===== src/rtl/register_bank.sv =====
// Bank of DEPTH registers with one hold/load/increment/decrement port and two
// combinational read ports, plus a registered flag reporting counter wrap-around.
module register_bank #(
    parameter int WIDTH    = 16,
    parameter int DEPTH    = 8,
    parameter bit ZERO_REG = 1'b0,
    parameter bit BYPASS   = 1'b1,
    localparam int ADDR_W  = $clog2(DEPTH)
) (
    input  logic              CLK,
    input  logic              RST,
    input  logic [1:0]        OP,
    input  logic [ADDR_W-1:0] WADDR,
    input  logic [WIDTH-1:0]  D,
    input  logic [ADDR_W-1:0] RADDR_A,
    input  logic [ADDR_W-1:0] RADDR_B,
    output logic [WIDTH-1:0]  QA,
    output logic [WIDTH-1:0]  QB,
    output logic              WRAP
);

    localparam logic [1:0] OP_HOLD = 2'b00;
    localparam logic [1:0] OP_LOAD = 2'b01;
    localparam logic [1:0] OP_INC  = 2'b10;
    localparam logic [1:0] OP_DEC  = 2'b11;

    // One extra bit so the range check stays meaningful when DEPTH is a power of two.
    localparam logic [ADDR_W:0] DEPTH_L = (ADDR_W + 1)'(DEPTH);

    logic [WIDTH-1:0] r_mem [DEPTH];
    logic             r_wrap;

    logic             w_waddr_ok;
    logic             w_wr_ok;
    logic             w_byp_ok;
    logic [WIDTH-1:0] w_cur;
    logic [WIDTH-1:0] w_next;
    logic             w_wrap;

    // An address is usable when it exists and is not the hard-wired zero register.
    function automatic logic addr_ok(input logic [ADDR_W-1:0] a);
        return ({1'b0, a} < DEPTH_L) && !(ZERO_REG && (a == '0));
    endfunction

    assign w_waddr_ok = addr_ok(WADDR);
    assign w_wr_ok    = (OP != OP_HOLD) && w_waddr_ok;
    assign w_byp_ok   = BYPASS && !RST && w_wr_ok;
    assign w_cur      = w_waddr_ok ? r_mem[WADDR] : '0;

    always_comb begin
        w_next = w_cur;
        w_wrap = 1'b0;
        case (OP)
            OP_LOAD: w_next = D;
            OP_INC: begin
                w_next = w_cur + 1'b1;
                w_wrap = w_wr_ok && (&w_cur);
            end
            OP_DEC: begin
                w_next = w_cur - 1'b1;
                w_wrap = w_wr_ok && (w_cur == '0);
            end
            default: w_next = w_cur;
        endcase
    end

    assign QA = (w_byp_ok && (RADDR_A == WADDR)) ? w_next :
                (addr_ok(RADDR_A) ? r_mem[RADDR_A] : '0);
    assign QB = (w_byp_ok && (RADDR_B == WADDR)) ? w_next :
                (addr_ok(RADDR_B) ? r_mem[RADDR_B] : '0);

    always_ff @(posedge CLK) begin
        if (RST) begin
            for (int i = 0; i < DEPTH; i++) begin
                r_mem[i] <= '0;
            end
            r_wrap <= 1'b0;
        end else begin
            if (w_wr_ok) begin
                r_mem[WADDR] <= w_next;
            end
            r_wrap <= w_wrap;
        end
    end

    assign WRAP = r_wrap;

endmodule


===== config.mk =====
export PLATFORM = sky130hd
export DESIGN_NAME = register_bank
export DESIGN_NICKNAME = d
export VERILOG_FILES = /design/src/rtl/register_bank.sv
export SDC_FILE = /design/constraint.sdc
export NUM_CORES = 1
export LEC_CHECK = 0
export ABC_AREA = 1
export BUFFER_PORTS_ARGS = -buffer_cell sky130_fd_sc_hd__buf_4
export CAP_MARGIN = 20
export CORE_UTILIZATION = 40
export DETAILED_ROUTE_END_ITERATION = 10
export GPL_ROUTABILITY_DRIVEN = 0
export GPL_TIMING_DRIVEN = 0
export PLACE_DENSITY = 0.57
export SLEW_MARGIN = 10
export SYNTH_ARGS = -nofsm -noshare
export SYNTH_HDL_FRONTEND = slang
export SYNTH_SLANG_ARGS = --single-unit

===== constraint.sdc =====
create_clock -name CLK -period 3.1 [get_ports CLK]
set_input_delay 0 -clock CLK [delete_from_list [all_inputs] [get_ports CLK]]
set_output_delay 0 -clock CLK [all_outputs]
set_load 0.01 [all_outputs]

==> results.cfg <==
[grt]
grt_max_degree = 17
grt_pass1_wl_um = 64200
grt_pass1_vias = 9922
track_usage = 0.374
grt-ovfl-total = 0
antenna_found_initial = 0

[sta]
period_share = 1.01
tns_ns = -0.0618
relSlewSlack = 0.274
holdWs_ns = 0.0677
rsz0062_at_grt = yes
worstMarginPinSlew_ns = 1.09
setup_viol = 2
postLayoutSetupSlackWorst_ns = -0.0459
max_clock_freq_ghz = 0.318
hold_viol = 0
fin_skew_ns = 0.0127
fin_crit_ns = 3.15
slew_violations = 0

[worst_setup_path]
critPathTopFamily = simple AND/OR/NAND/NOR gates
path_depth = 16
slowest_delay_ns = 0.40
regToRegSetupSlack_ns = 0.08
critPathSlowestCell = edfxtp_1
critical_path.most_common_cell = nand2_1
rr_worst_depth = 16
worstPathRequired_ns = 3.10
crit_buf_inv = 1
critical_path_class = reg -> out
endpoint_kind = output pin
critical_path.startpoint = r_mem[2][2]
path_cells = nand2_1 -> o21ai_1 -> a211oi_2 -> nand2_2 -> ha_4 -> a21o_1 -> a21oi_2 -> o21ai_4 -> nand2_1 -> nand2_1 -> or2_1 -> nand3_2 -> nand2_4 -> nand2_2 -> o21ai_2 -> buf_4
crit-reg2reg-launch = r_mem[2][2]
worstReg2RegEnd = r_mem[7][9]
cp_max_fo = 5
cp-endpoint = QA[9]
arrival_ns = 3.15
critPathLaunchType = flop

[run_status]
status = complete, but fails checks
failed_checks = setup timing

[final_layout]
drive_gt1_frac = 0.206
area_growth_pct = 24.9
fin_nets = 1471
antenna_cells = 0

[pwr]
power_mw = 5.73
p_per_area_nw_per_um2 = 488
p_leak_nw = 4.86
ir_worst_vdd_uv = 358

[logic_synthesis]
synth_top_area_frac = 0.409
synth_nets = 1343
synthArstFlopShare = 0
synth_top_cell_by_area = edfxtp_1
synth_ff_type = edfxtp_1
ys_top_cells_by_area = edfxtp_1 41%, o21ai_0 11%, nand2_1 9.3%, nor2_1 9.2%, a21oi_1 5.4%
avgSynthCellArea_um2 = 7.24
mappedNetlistArea_um2 = 9400
synth_common_cells = 233 x nand2_1, 231 x nor2_1, 205 x o21ai_0
synth_edf_count = 128
synth.most_common_cell = nand2_1
ys_seq_area_frac = 0.411
syn_inst = 1299
ys_warn_count = 0
ys_seq_elements = 129
synth_cell_types = 53

[floorplan]
die_h_um = 155
dieWidth_um = 155
rows = 55
ios = 62
core_um2 = 22800
start_util = 0.411
fp.dieArea_um2 = 24100

[cts]
cts-buffers-inserted = 17
clock_latency_ns = 0.44
cts_tree = done
cts_htree_levels = 4
cts_buffer_depth = 2
clkTransAtPathRegs_ns = 0.06
clock_sinks = 129
cts-root-buf = clkbuf_16

[route]
first_pass_iters = 8
drtIter0Drc = 1961
avgRoutedWirePerCell_um = 25.7
postRouteWirelength_um = 45000
drt-vias-per-instance = 6.15
vias = 10800
drc = 0
ant_nets = 0

[placed_design]
io_buffers = 59
dpl.hpwl_um = 30400

[flow_run]
max_cap_violations = 0

[hold_path]
hp-class = in -> reg
-- cell type report --
cell class,instances,area [µm²]
inverters,141,551
multi-input cells,959,5150
plain buffers,70,332
flip-flops and latches,129,3860
fillers,2285,11100
well taps,313,392
repair buffers,109,846
clock inverters,15,183
clock buffers,17,425
-- what timing repair did --
| item | 4_1_cts | 5_1_grt |
|---|---|---|
| hold buffers | 0 | 0 |
| endpoints found under the setup margin | 91 | 75 |
| pin swaps | 12 | 35 |
| buffers inserted | 17 | 31 |
| hold endpoints to repair | 0 | 0 |
| resized for setup | 46 | 96 |
-- per-stage QoR --
| stage | setup slack [ns] | utilization | cells | cell area [µm²] |
|---|---|---|---|---|
| 6_report | -0.0459 | 0.514 | 1753 | 11700 |
| 5_1_grt | -0.197 | 0.514 | 1753 | 11700 |
| 4_1_cts | -0.0188 | 0.490 | 1720 | 11200 |
| 3_5_place_dp | -0.753 | 0.448 | 1671 | 10200 |
| 3_3_place_gp | -0.744 | 0.448 | 1671 | 10200 |
| 2_1_floorplan | 0.482 | - | 1299 | 9400 |
-- cells in the final DEF, fill, tap and decap left out, drive strengths merged --
cell      count
o21ai       213
o2111a        1
a221oi        3
a31oi         3
clkinvlp      5
o211ai        6
clkinv        9
nor2        236
dfxtp         1
a21o          4
edfxtp      128
or2           3
o22ai        25
o311ai        1
inv         139
clkbuf       69
nand4         6
and2          1
bufinv        3
o2bb2ai       3
fa            1
a22oi        20
o21a          1
ha           14
a21boi        1
nand2       237
o221ai        7
o21bai        1
nand3        56
a211oi        6
a21oi       102
or3           1
xnor2         1
nor3          5
buf         127
xor2          1
-- logic make-up after synthesis --
family,count (synthesis),share of synthesized area
XOR/XNOR,2,0.00186
adder cells (fa/ha/maj),15,0.0208
AND/OR/NAND/NOR,545,0.237
flip-flops,129,0.411
AO/OA/AOI/OAI,397,0.238
buffers and inverters,211,0.0916
-- flip-flops by register name, indices dropped and copies added, names as in the netlist --
name and count:
r_mem 128, WRAP 1
-- report_power, final --
| part | switching [mW] | internal, mW | total [mW] |
|---|---|---|---|
| Combinational | 1.03 | 0.509 | 1.54 |
| Sequential | 0.0656 | 2.01 | 2.08 |
| Clock | 0.849 | 1.27 | 2.12 |
| Total | 1.94 | 3.79 | 5.73 |
-- layer usage --
layer	routed length, µm	part of all wire	global-route usage	vias to the layer above
met5	0	0	0	-
met3	6330	0.14	0.106	245
met2	19200	0.43	0.561	918
met1	16500	0.37	0.478	4951
li1	-	-	-	4673
met4	3040	0.067	0.226	0
-- how the worst min path moves through the flow --
stage / to / cells past startpoint / from / slack [ns]
after floorplan: QB[10] / 3 / RADDR_B[2] / 0.19
after global placement: WRAP / 1 / WRAP / 0.40
after detailed placement: WRAP / 1 / WRAP / 0.41
after CTS: r_mem[4][11] / 3 / D[11] / 0.06
after global routing: r_mem[3][11] / 3 / D[11] / 0.08
final: r_mem[0][11] / 3 / D[11] / 0.07
-- worst register-to-register path, stage by stage (launching register included) --
cell      delay (ns)
edfxtp_1        0.40
nand2_1         0.08
o21ai_1         0.08
a211oi_2        0.26
nand2_2         0.21
ha_4            0.29
a21o_1          0.21
a21oi_2         0.18
o21ai_4         0.11
nand2_1         0.08
nand2_1         0.06
or2_1           0.26
nand3_2         0.10
nand2_4         0.09
buf_4           0.17
inv_2           0.13
nor2_1          0.06
Note: power is estimated with default switching activity, not from simulation.
